<file path="config.mk">
export PLATFORM = sky130hd
export DESIGN_NAME = axil2lb_buf
export DESIGN_NICKNAME = d
export VERILOG_FILES = /design/src/rtl/axil2lb_pkg.sv /design/src/rtl/lb_wfifo.sv /design/src/rtl/axil2lb_buf.sv
export SDC_FILE = /design/constraint.sdc
export NUM_CORES = 1
export LEC_CHECK = 0
export ABC_AREA = 1
export CAP_MARGIN = 20
export CORE_UTILIZATION = 55
export CTS_BUF_LIST = sky130_fd_sc_hd__clkbuf_8
export DETAILED_ROUTE_END_ITERATION = 12
export GPL_ROUTABILITY_DRIVEN = 0
export PLACE_DENSITY = 0.89
export SLEW_MARGIN = 5
export SYNTH_ARGS = -nofsm -noshare
export SYNTH_HDL_FRONTEND = slang
export SYNTH_SLANG_ARGS = --single-unit
export TNS_END_PERCENT = 5
</file>
<file path="constraint.sdc">
create_clock -name clk -period 4.88 [get_ports clk]
set_input_delay 0.488 -clock clk [delete_from_list [all_inputs] [get_ports clk]]
set_output_delay 0.488 -clock clk [all_outputs]
set_load 0.1 [all_outputs]
</file>
<file path="src/rtl/axil2lb_pkg.sv">
// Shared types for the AXI-Lite to local-bus bridge: response codes, read FSM
// states and the posted-write buffer entry, sized for the widest supported bus.
package axil2lb_pkg;

  localparam int MAX_ADDR_W = 32;
  localparam int MAX_DATA_W = 64;
  localparam int MAX_STRB_W = MAX_DATA_W / 8;

  localparam logic [1:0] RESP_OKAY   = 2'b00;
  localparam logic [1:0] RESP_SLVERR = 2'b10;

  typedef enum logic [1:0] {IDLE, REQ, WAIT, RESP} rd_state_t;

  typedef struct packed {
    logic [MAX_ADDR_W-1:0] addr;
    logic [MAX_DATA_W-1:0] data;
    logic [MAX_STRB_W-1:0] strb;
  } wr_entry_t;

endpackage

</file>
<file path="src/rtl/lb_wfifo.sv">
// Posted-write buffer: DEPTH-entry synchronous FIFO of write entries.
// The head reads as zero while empty so the local-bus outputs idle at 0.
module lb_wfifo
  import axil2lb_pkg::*;
#(
  parameter int DEPTH = 4,
  localparam int LVL_W = $clog2(DEPTH) + 1
) (
  input  logic             clk,
  input  logic             reset,
  input  logic             push,
  input  wr_entry_t        din,
  input  logic             pop,
  output wr_entry_t        dout,
  output logic             full,
  output logic             empty,
  output logic [LVL_W-1:0] level
);

  localparam int PTR_W = $clog2(DEPTH);

  wr_entry_t        mem [DEPTH];
  logic [PTR_W-1:0] wr_ptr;
  logic [PTR_W-1:0] rd_ptr;
  logic             do_push;
  logic             do_pop;

  assign do_push = push && !full;
  assign do_pop  = pop && !empty;
  assign full    = (level == LVL_W'(DEPTH));
  assign empty   = (level == '0);
  assign dout    = empty ? '0 : mem[rd_ptr];

  always_ff @(posedge clk) begin
    if (do_push) mem[wr_ptr] <= din;
  end

  always_ff @(posedge clk) begin
    if (!reset) begin
      wr_ptr <= '0;
      rd_ptr <= '0;
      level  <= '0;
    end else begin
      if (do_push) wr_ptr <= wr_ptr + 1'b1;
      if (do_pop)  rd_ptr <= rd_ptr + 1'b1;
      case ({do_push, do_pop})
        2'b10:   level <= level + 1'b1;
        2'b01:   level <= level - 1'b1;
        default: ;
      endcase
    end
  end

endmodule

</file>
<file path="src/rtl/axil2lb_buf.sv">
// AXI4-Lite slave to local-bus bridge with posted-write buffer and read timeout.
// Writes are acknowledged on entry to the buffer; reads wait until it is empty.
module axil2lb_buf
  import axil2lb_pkg::*;
#(
  parameter int ADDR_W      = 16,
  parameter int DATA_W      = 32,
  parameter int WFIFO_DEPTH = 4,
  parameter int RD_TIMEOUT  = 255,
  localparam int STRB_W     = DATA_W / 8,
  localparam int LVL_W      = $clog2(WFIFO_DEPTH) + 1
) (
  input  logic              clk,
  input  logic              reset,
  input  logic [ADDR_W-1:0] AXIL_AWADDR,
  input  logic [2:0]        AXIL_AWPROT,
  input  logic              AXIL_AWVALID,
  output logic              AXIL_AWREADY,
  input  logic [DATA_W-1:0] AXIL_WDATA,
  input  logic [STRB_W-1:0] AXIL_WSTRB,
  input  logic              AXIL_WVALID,
  output logic              AXIL_WREADY,
  output logic [1:0]        AXIL_BRESP,
  output logic              AXIL_BVALID,
  input  logic              AXIL_BREADY,
  input  logic [ADDR_W-1:0] AXIL_ARADDR,
  input  logic [2:0]        AXIL_ARPROT,
  input  logic              AXIL_ARVALID,
  output logic              AXIL_ARREADY,
  output logic [DATA_W-1:0] AXIL_RDATA,
  output logic [1:0]        AXIL_RRESP,
  output logic              AXIL_RVALID,
  input  logic              AXIL_RREADY,
  input  logic              wready,
  output logic [ADDR_W-1:0] waddr,
  output logic [DATA_W-1:0] wdata,
  output logic [STRB_W-1:0] wstrb,
  output logic              wen,
  output logic [ADDR_W-1:0] raddr,
  output logic              ren,
  input  logic [DATA_W-1:0] rdata,
  input  logic              rvalid,
  output logic [LVL_W-1:0]  wfifo_level,
  output logic              rd_timeout
);

  localparam int CNT_W = (RD_TIMEOUT > 0) ? $clog2(RD_TIMEOUT + 1) : 1;
  // WAIT lasts exactly RD_TIMEOUT cycles: give up on the edge where the count reaches it.
  localparam logic [CNT_W-1:0] CNT_TC = (RD_TIMEOUT > 0) ? CNT_W'(RD_TIMEOUT - 1) : '0;

  logic              active;
  logic              aw_held, w_held;
  logic [ADDR_W-1:0] aw_addr;
  logic [DATA_W-1:0] w_data;
  logic [STRB_W-1:0] w_strb;
  logic              bvalid_q;
  logic              push, pop, fifo_full, fifo_empty;
  wr_entry_t         fifo_din, fifo_head;
  rd_state_t         rd_state;
  logic [CNT_W-1:0]  rd_cnt;
  logic [DATA_W-1:0] rdata_q;
  logic [1:0]        rresp_q;
  logic              unused_sig;

  assign push = aw_held && w_held && !fifo_full && !bvalid_q;
  assign pop  = !fifo_empty && wready;

  always_comb begin
    fifo_din = '0;
    fifo_din.addr[ADDR_W-1:0] = aw_addr;
    fifo_din.data[DATA_W-1:0] = w_data;
    fifo_din.strb[STRB_W-1:0] = w_strb;
  end

  lb_wfifo #(.DEPTH(WFIFO_DEPTH)) u_wfifo (
    .clk   (clk),
    .reset (reset),
    .push  (push),
    .din   (fifo_din),
    .pop   (pop),
    .dout  (fifo_head),
    .full  (fifo_full),
    .empty (fifo_empty),
    .level (wfifo_level)
  );

  always_ff @(posedge clk) begin
    if (!reset) begin
      active   <= 1'b0;
      aw_held  <= 1'b0;
      w_held   <= 1'b0;
      aw_addr  <= '0;
      w_data   <= '0;
      w_strb   <= '0;
      bvalid_q <= 1'b0;
    end else begin
      active <= 1'b1;
      if (AXIL_AWVALID && AXIL_AWREADY) begin
        aw_held <= 1'b1;
        aw_addr <= AXIL_AWADDR;
      end
      if (AXIL_WVALID && AXIL_WREADY) begin
        w_held <= 1'b1;
        w_data <= AXIL_WDATA;
        w_strb <= AXIL_WSTRB;
      end
      if (push) begin
        aw_held  <= 1'b0;
        w_held   <= 1'b0;
        bvalid_q <= 1'b1;
      end else if (bvalid_q && AXIL_BREADY) begin
        bvalid_q <= 1'b0;
      end
    end
  end

  assign AXIL_AWREADY = active && !aw_held;
  assign AXIL_WREADY  = active && !w_held;
  assign AXIL_BVALID  = bvalid_q;
  assign AXIL_BRESP   = RESP_OKAY;

  assign wen   = !fifo_empty;
  assign waddr = fifo_head.addr[ADDR_W-1:0];
  assign wdata = fifo_head.data[DATA_W-1:0];
  assign wstrb = fifo_head.strb[STRB_W-1:0];

  // A read may only start once every acknowledged write has left the buffer.
  assign AXIL_ARREADY = active && (rd_state == IDLE) && fifo_empty && !push;

  always_ff @(posedge clk) begin
    if (!reset) begin
      rd_state   <= IDLE;
      rd_cnt     <= '0;
      raddr      <= '0;
      rdata_q    <= '0;
      rresp_q    <= RESP_OKAY;
      rd_timeout <= 1'b0;
    end else begin
      rd_timeout <= 1'b0;
      case (rd_state)
        IDLE: if (AXIL_ARVALID && AXIL_ARREADY) begin
          raddr    <= AXIL_ARADDR;
          rd_state <= REQ;
        end
        REQ: begin
          rd_cnt   <= '0;
          rd_state <= WAIT;
        end
        WAIT: begin
          if (rvalid) begin
            rdata_q  <= rdata;
            rresp_q  <= RESP_OKAY;
            rd_state <= RESP;
          end else if ((RD_TIMEOUT > 0) && (rd_cnt == CNT_TC)) begin
            rdata_q    <= '0;
            rresp_q    <= RESP_SLVERR;
            rd_timeout <= 1'b1;
            rd_state   <= RESP;
          end else if (rd_cnt != '1) begin
            rd_cnt <= rd_cnt + 1'b1;
          end
        end
        RESP: if (AXIL_RREADY) rd_state <= IDLE;
        default: rd_state <= IDLE;
      endcase
    end
  end

  assign ren         = (rd_state == REQ);
  assign AXIL_RVALID = (rd_state == RESP);
  assign AXIL_RDATA  = rdata_q;
  assign AXIL_RRESP  = rresp_q;

  assign unused_sig = ^{AXIL_AWPROT, AXIL_ARPROT, fifo_head};

endmodule
</file>
; ---- Word-level counts from Yosys, hierarchy flattened
; Memory sizes are Yosys's and may differ from the RTL's. A register that Yosys moved wholly into a read port is not among the register bits.
; Index checks and enable logic that the tools add are counted.
[word_totals]
reg_bits = 124
latchBits = 0
mem_bits_ro = 0
input_bits = 115
mem_count = 1
ram_bits = 208
word_cells = 94
output_inout_bits = 115
[op_classes]
n_mux = 23
div = 0
order_cmp = 0
reduce_logical = 33
n_bitwise = 2
addsub = 5
eq_ne = 14
multipliers = 0
shifts = 0
[memory_table]
columns = name, depth, width, rd, rd_ports_with_merged_regs, wr, line_no
row1 = u_wfifo.mem, 4, 52, 1, 1, 1, lb_wfifo.sv:22  ; wr_entry_t mem [DEPTH];
[ops]
columns = cell, n
row1 = $mux 88, 1
row2 = $mux 32, 2
row3 = $mux 8, 3
row4 = $mux 2, 8
row5 = $pmux 8 s2, 1
row6 = $logic_and 1x1->1, 15
row7 = $add 8x1->8 const B, 1
row8 = $eq 8x8->1 const B, 1
row9 = $ne 8x8->1 const B, 1
row10 = $pmux 2 s4, 1
row11 = $reduce_bool 2->1, 4
row12 = $eq 2x2->1 const B, 3
row13 = $logic_not 1->1, 6
row14 = $mux 1, 6
row15 = $ne 2x2->1 const B, 3
row16 = $pmux 3 s2, 1
row17 = $add 2x1->2 const B, 2
row18 = $eq 2x1->1 const B, 2
row19 = $ne 2x1->1 const B, 2
row20 = $reduce_and 2->1, 2
row21 = $reduce_and 4->1, 1
row22 = $add 3x1->3 const B, 1
row23 = $eq 3x3->1 const B, 1
row24 = $logic_not 3->1, 1
row25 = other kinds (7), 8

; ---- Depth between registers and ports, before layout
; Gate-level depths: netlist of run 1.
[logic_depth]
depth_word = 9
depth_mapped = 12
depth_no_buf = 12

; ---- Hierarchy
; From an unflattened synthesis of run 1, not the netlist that was laid out.
[unflattened]
hier_cells = 1979
area_unflattened_um2 = 21354.2
[modules_own_cells]
columns = mod, n_inst, cells_each, seq_area_each_um2, area_each_um2
row1 = lb_wfifo, 1, 1397, 12672.2, 16804.9
row2 = axil2lb_buf, 1, 582, 2322.2, 4549.4

; ---- Worst setup path before layout of run 1
; Ideal clock, no wire load.
[synth_timing]
kind = reg2reg
from = register u_wfifo.level[0]
to = memory u_wfifo.mem[0][0] (netlist bit) (enable)
t_arrival_ns = 3.684
path_slack_ns = 0.735
required_ns = 4.418
synth_period_minus_slack_ns = 4.145
path_buffers = 0
path_stages_with_launch = 5
setup_time_ns = 0.462
path_cell_list = dfxtp_1 nor2_2 a21oi_1 inv_2 nor2_1
[synth_via]
elab_chain_len = 7
[synth_rtl]
columns = element, line_no
row1 = "start, declared", lb_wfifo.sv:17  ; output logic [LVL_W-1:0] level
row2 = "start signal, assigned", lb_wfifo.sv:47  ; 2'b10: level <= level + 1'b1;
row3 = "start signal, assigned", lb_wfifo.sv:48  ; 2'b01: level <= level - 1'b1;
row4 = $eq 3x3->1 *, lb_wfifo.sv:30  ; assign full = (level == LVL_W'(DEPTH));
row5 = $logic_not 1->1 *, "lb_wfifo.sv:28, axil2lb_buf.sv:65"
row6 = $logic_and 1x1->1 (2 in a row), axil2lb_buf.sv:65  ; assign push = aw_held && w_held && !fifo_full && !bvalid_q;
row7 = $logic_and 1x1->1 *, lb_wfifo.sv:28  ; assign do_push = push && !full;
row8 = $mux 1 *, lb_wfifo.sv:35  ; if (do_push) mem[wr_ptr] <= din;
row9 = $mux 1 (not written as such) *, lb_wfifo.sv:35
row10 = "end, declared", lb_wfifo.sv:22
; Every way passes the cells marked *; elsewhere a longest branch is shown, timed or not.

==> impl_metrics.toml, run 1 <==
[clock_tree]
post_cts_buffers = 0
clk_path_buf_depth = 3
clk_latency_ns = 0.57
cts-root-buf = "clkbuf_8"
cts.htree.levels = 2
numCtsBuffers = 50
cts_tree = "yes"
cts_resized = 0
cts_num_sinks = 333
postCtsHoldBufs = 0
clkTransAtPathRegs_ns = 0.06

[floorplan]
design.core.area_mm2 = 0.02340
initial_core_util_pct = 55.98
boundaryPins = 230
rows = 56
die_h_um = 156.3
dieWidth_um = 156.3
dieArea_mm2 = 0.02444

[grt]
grt_pass1_wl_um = 49200
track_usage_pct = 26.00
grt_max_degree = 57
antenna_found_initial = 1
grt-ovfl-total = 0
grt_pass1_vias = 9854

[pwr]
power.density_cell_area_mw_per_mm2 = 421.7
ir_worst_vdd_mv = 0.3094
p_leak_nw = 5.805
p_total_mw = 6.927

[setup_path]
max_stage_delay_ns = 1.18
end_kind = "output pin"
r2r_slack_ns = 2.10
critical_path_buf_inv_count = 2
slowest_stage = "clkdlybuf4s50_1"
rr_startpoint = "w_held"
r2r_end = "u_wfifo.mem[3][0]"
path_delay_family = "buffers and inverters"
critical_path.cell_chain = "buf_4 > nor2_1 > nor2_1 > o21ai_0 > a21oi_1 > clkdlybuf4s50_1"
cp-start-kind = "flop"
crit_fanout = 56
reg2reg_depth = 7
critPathArrivalTime_ns = 3.71
critPathKind = "reg -> out"
crit_top_cell = "nor2_1"
crit_required_ns = 4.39

[synthesis]
synth_cells = 1257
synth_top_area_share_pct = 47.68
yosysTopAreaCell = "edfxtp_1"
ys_top_cells_by_area = "edfxtp_1 (48%), dfxtp_1 (19%), nor2_1 (6.8%), a21oi_1 (6.6%), nand3_1 (4.8%)"
ys.flop_type = "edfxtp_1"
synth_edf_count = 208
yosys.cell_types.count = 29
yosysWarnings = 0
syn_avg_cell_area_um2 = 10.42
synth-seq-cells = 333
yosysSeqAreaShare_pct = 66.78
synthArstFlopShare_pct = 0
ys_top_cells_by_count = "nor2_1 (238), edfxtp_1 (208), a21oi_1 (173), nand3_1 (126), dfxtp_1 (125)"
synth.cell_area_mm2 = 0.01310
yosysMostFrequentCell = "nor2_1"

[route]
vias = 10050
via_per_inst = 5.511
wl_per_cell_um = 17.51
dr.pass1.iters = 6
ant_nets = 0
drcViolationCount = 0
drt_iter0_markers = 743
totalWireLength_um = 31940

[placed_design]
post-dp-hpwl_um = 19140
portBuffers = 220
dp_cells = 1730
post_dp_cell_area_mm2 = 0.01541
pre_cts_slack_ns = 1.364

[layout]
seqCellArea_mm2 = 0.008753
nFillCells = 1629
multiInputGateArea_mm2 = 0.003757
layoutNonFillerInstCount = 1824
fin_util_pct = 70.19
layout.nets = 1592
syn_to_final_growth_pct = 25.40
finish.instance_area_mm2 = 0.01643
diodes = 0
final_layout_size_suffix_gt1_share_pct = 8.704

[timing]
tns_ns = 0
rsz0062_at_grt = "false"
slew_violations = 0
finalCritPeriodShare_pct = 86.10
timing.final.crit_period_ns = 4.202
clock_skew_ns = 0.01588
finalHoldViolCount = 0
worst_slack_ns = 0.6784
hold_slack_ns = 0.4432
finalSetupViolCount = 0
clock.fmax_mhz = 238.0
tightest_slew_ns = 1.038
relSlewSlack_pct = 30.61

[flow_run]
cap_violations = 0

[min_path]
hp-start = "raddr[6]"
worstHoldPathType = "reg -> reg"
min_path_cells = 2
hold_end = "raddr[6]"

[outcome]
outcome = "finished clean"
-- sequential cells by signal, indices dropped and copies added (netlist names), named ones only --
signal / count
w_data: 32
w_strb: 4
active: 1
AXIL_RRESP: 1
rd_state: 2
AXIL_RDATA: 32
AXIL_BVALID: 1
rd_timeout: 1
u_wfifo.wr_ptr: 2
u_wfifo.mem: 208
aw_held: 1
u_wfifo.rd_ptr: 2
w_held: 1
u_wfifo.level: 3
aw_addr: 16
raddr: 16
rd_cnt: 8
-- area by class of cell --
type                    count  area share, %
clock buffers              58          4.859
flip-flops and latches    333          53.29
multi-input cells         789          22.87
clock inverters            35          1.234
repair buffers            240          14.17
well taps                 319          2.430
inverters                  50          1.150
-- report_power, final --
group | switching [mW] | internal, mW
registers | 0.0811 | 3.09
clock network | 1.04 | 1.19
logic | 1.15 | 0.374
-- layer usage --
layer	wire length [um]	global-route usage (%)
met5	13	0
met4	661	9.337
met3	3386	7.283
met2	15790	45.54
met1	12080	30.47
-- cell usage in the layout, fill, tap and decap left out, types with 3 or more instances in the layout --
cell type,n
edfxtp_1,208
buf_4,32
a21oi_1,173
nor2_1,233
clkbuf_8,58
inv_2,7
inv_1,59
nand3_1,126
clkinv_2,8
conb_1,3
nand2_1,86
dfxtp_1,123
nand3_2,4
o21ai_0,112
clkinv_1,7
clkdlybuf4s50_1,207
nor2_2,4
o21ai_1,17
nor2_4,7
ha_1,12
-- worst reg2reg max path, cell delays in order (launching register included) --
cell	delay, ns
dfxtp_1	0.37
inv_1	0.07
nor2_1	0.08
nand2_1	0.09
a21oi_1	0.29
inv_2	0.21
nor2_4	0.78
buf_4	0.52
-- how the worst max path moves through the flow --
| stage | startpoint | to | slack, ns | cells past startpoint |
|---|---|---|---|---|
| global route | flop | wdata[7] | 0.52 | 6 |
| CTS | flop | wdata[7] | 0.67 | 6 |
| finish | flop | wdata[7] | 0.68 | 6 |
| detailed placement | flop | wdata[0] | 1.36 | 6 |
| global placement | flop | wdata[5] | 1.40 | 6 |
| floorplan | u_wfifo.level[0] | u_wfifo.mem[0][0] | 0.73 | 4 |
-- logic make-up after synthesis --
kind of cell / count (synthesis) / share of synthesized area, %
buf+inv: 137 / 4.881
compound gates: 304 / 11.72
flops: 333 / 66.78
other cells: 1 / 0.02863
xor+xnor: 2 / 0.1337
fa+ha+maj: 13 / 1.299
simple gates: 467 / 15.16
No activity file was read; power rests on OpenSTA's default activity.
==> run 2, diff against run 1 <==
- GPL_ROUTABILITY_DRIVEN: 0 -> not set
==> results of run 2 <==
The final DEF is identical to that of run 1; final timing and power are the same.
==> run 3, diff against run 2 <==
- CAP_MARGIN: 20 -> 5
- CORE_MARGIN: not set -> 8
==> impl_metrics.toml, run 3 (synthesis gave the netlist of run 1 again) <==
[timing]
tightest_slew_ns = 1.185
relSlewSlack_pct = 20.83
slew_violations = 0
clock.fmax_mhz = 269.7
tns_ns = 0
finalHoldViolCount = 0
timing.final.crit_period_ns = 3.708
finalCritPeriodShare_pct = 75.99
rsz0062_at_grt = "false"
finalSetupViolCount = 0
clock_skew_ns = 0.03171
worst_slack_ns = 1.172

[grt]
grt_pass1_wl_um = 52850
grt_max_degree = 75
antenna_found_initial = 0
grt_pass1_vias = 10380
track_usage_pct = 22.88
grt-ovfl-total = 0

[clock_tree]
postCtsHoldBufs = 0
clkTransAtPathRegs_ns = 0.06
post_cts_buffers = 0
cts_tree = "yes"
clk_path_buf_depth = 3
clk_latency_ns = 0.59
cts-root-buf = "clkbuf_8"
numCtsBuffers = 51
cts.htree.levels = 2
cts_resized = 0
cts_num_sinks = 333

[setup_path]
critPathKind = "reg -> out"
slowest_stage = "clkdlybuf4s50_1"
cp-start-kind = "flop"
critPathArrivalTime_ns = 3.22
crit_required_ns = 4.39
critical_path.cell_chain = "inv_2 > o21ai_0 > a21oi_1 > clkdlybuf4s50_1"
crit_fanout = 51
max_stage_delay_ns = 1.17
end_kind = "output pin"

[floorplan]
rows = 56
dieArea_mm2 = 0.02901
initial_core_util_pct = 55.98
die_h_um = 170.3
dieWidth_um = 170.3
design.core.area_mm2 = 0.02340
boundaryPins = 230

[placed_design]
post_dp_cell_area_mm2 = 0.01531
pre_cts_slack_ns = 1.780
portBuffers = 220
post-dp-hpwl_um = 20410
place_congestion = 0.8360

[route]
via_per_inst = 5.563
drt_iter0_markers = 799
totalWireLength_um = 33800
vias = 10160
wl_per_cell_um = 18.51
ant_nets = 0
dr.pass1.iters = 5
drcViolationCount = 0

[layout]
layout_commonest_cell = "nor2_1"
syn_to_final_growth_pct = 24.54
layout.nets = 1591
final_cell_mix = "nor2_1 (233), edfxtp_1 (208), a21oi_1 (173)"
final_layout_size_suffix_gt1_share_pct = 11.49
fin_util_pct = 69.71
finish.instance_area_mm2 = 0.01631
largest_register_ffs = 208
largest_register = "u_wfifo.mem"

[outcome]
outcome = "finished clean"

[pwr]
p_seq_share_pct = 46.0
p_total_mw = 6.888
power.density_cell_area_mw_per_mm2 = 422.2
power_switching_mw = 2.295
p_int_mw = 4.593
p_leak_nw = 5.884
combPwrFrac_pct = 22.0
ir_worst_vdd_mv = 0.2830
p_clk_share_pct = 32.0
p_sw_share_pct = 33.32

[flow_run]
cap_violations = 0

[min_path]
worstHoldPathType = "reg -> reg"
## run 3: path summary, 6_finish.rpt
| check | from | endpoint | slack (ns) | cells after the start |
|---|---|---|---|---|
| hold / removal | raddr[8] | raddr[8] | 0.44 | 2 |
| setup reg to reg | w_held | u_wfifo.mem[0][30] | 2.10 | 7 |
| hold reg to reg | raddr[8] | raddr[8] | 0.44 | 2 |
| setup / recovery | flop | wdata[15] | 1.17 | 4 |
## run 3: cell type report
class	instances	area (um2)
diodes	1	2.502
well taps	319	399.1
multi-input cells	789	3760
flip-flops and latches	333	8753
fillers	1714	7088
clock buffers	61	839.6
clock inverters	35	166.4
repair buffers	238	2205
inverters	50	188.9
## run 3: power groups by stage
stage | logic [mW] | clock network (mW) | registers (mW)
after floorplan | 0.741 | 0 | 3.60
after global placement | 1.49 | 0 | 3.21
after detailed placement | 1.51 | 0 | 3.23
after CTS | 1.52 | 2.23 | 3.17
after global routing | 1.60 | 2.36 | 3.18
final | 1.51 | 2.21 | 3.17
## run 3: routing by layer
metal / routed length [um] / global-route usage [%]
met5: 0 / 0
met4: 792 / 7.895
met1: 12490 / 25.60
met3: 4032 / 8.851
met2: 16480 / 39.38
## run 3: worst max-delay path: cells and delay by family, from the launching register on
kind	cells	cell delay, ns
flip-flops	1	0.46
AO/OA/AOI/OAI	2	0.41
buffers and inverters	2	1.76
## run 3: through the flow
step / std cells / hold WS, ns
2_1_floorplan: 1259 / 0.4362
3_3_place_gp: 1729 / 0.4303
3_5_place_dp: 1729 / 0.4359
4_1_cts: 1825 / 0.4470
5_1_grt: 1825 / 0.4667
6_report: 1826 / 0.4442
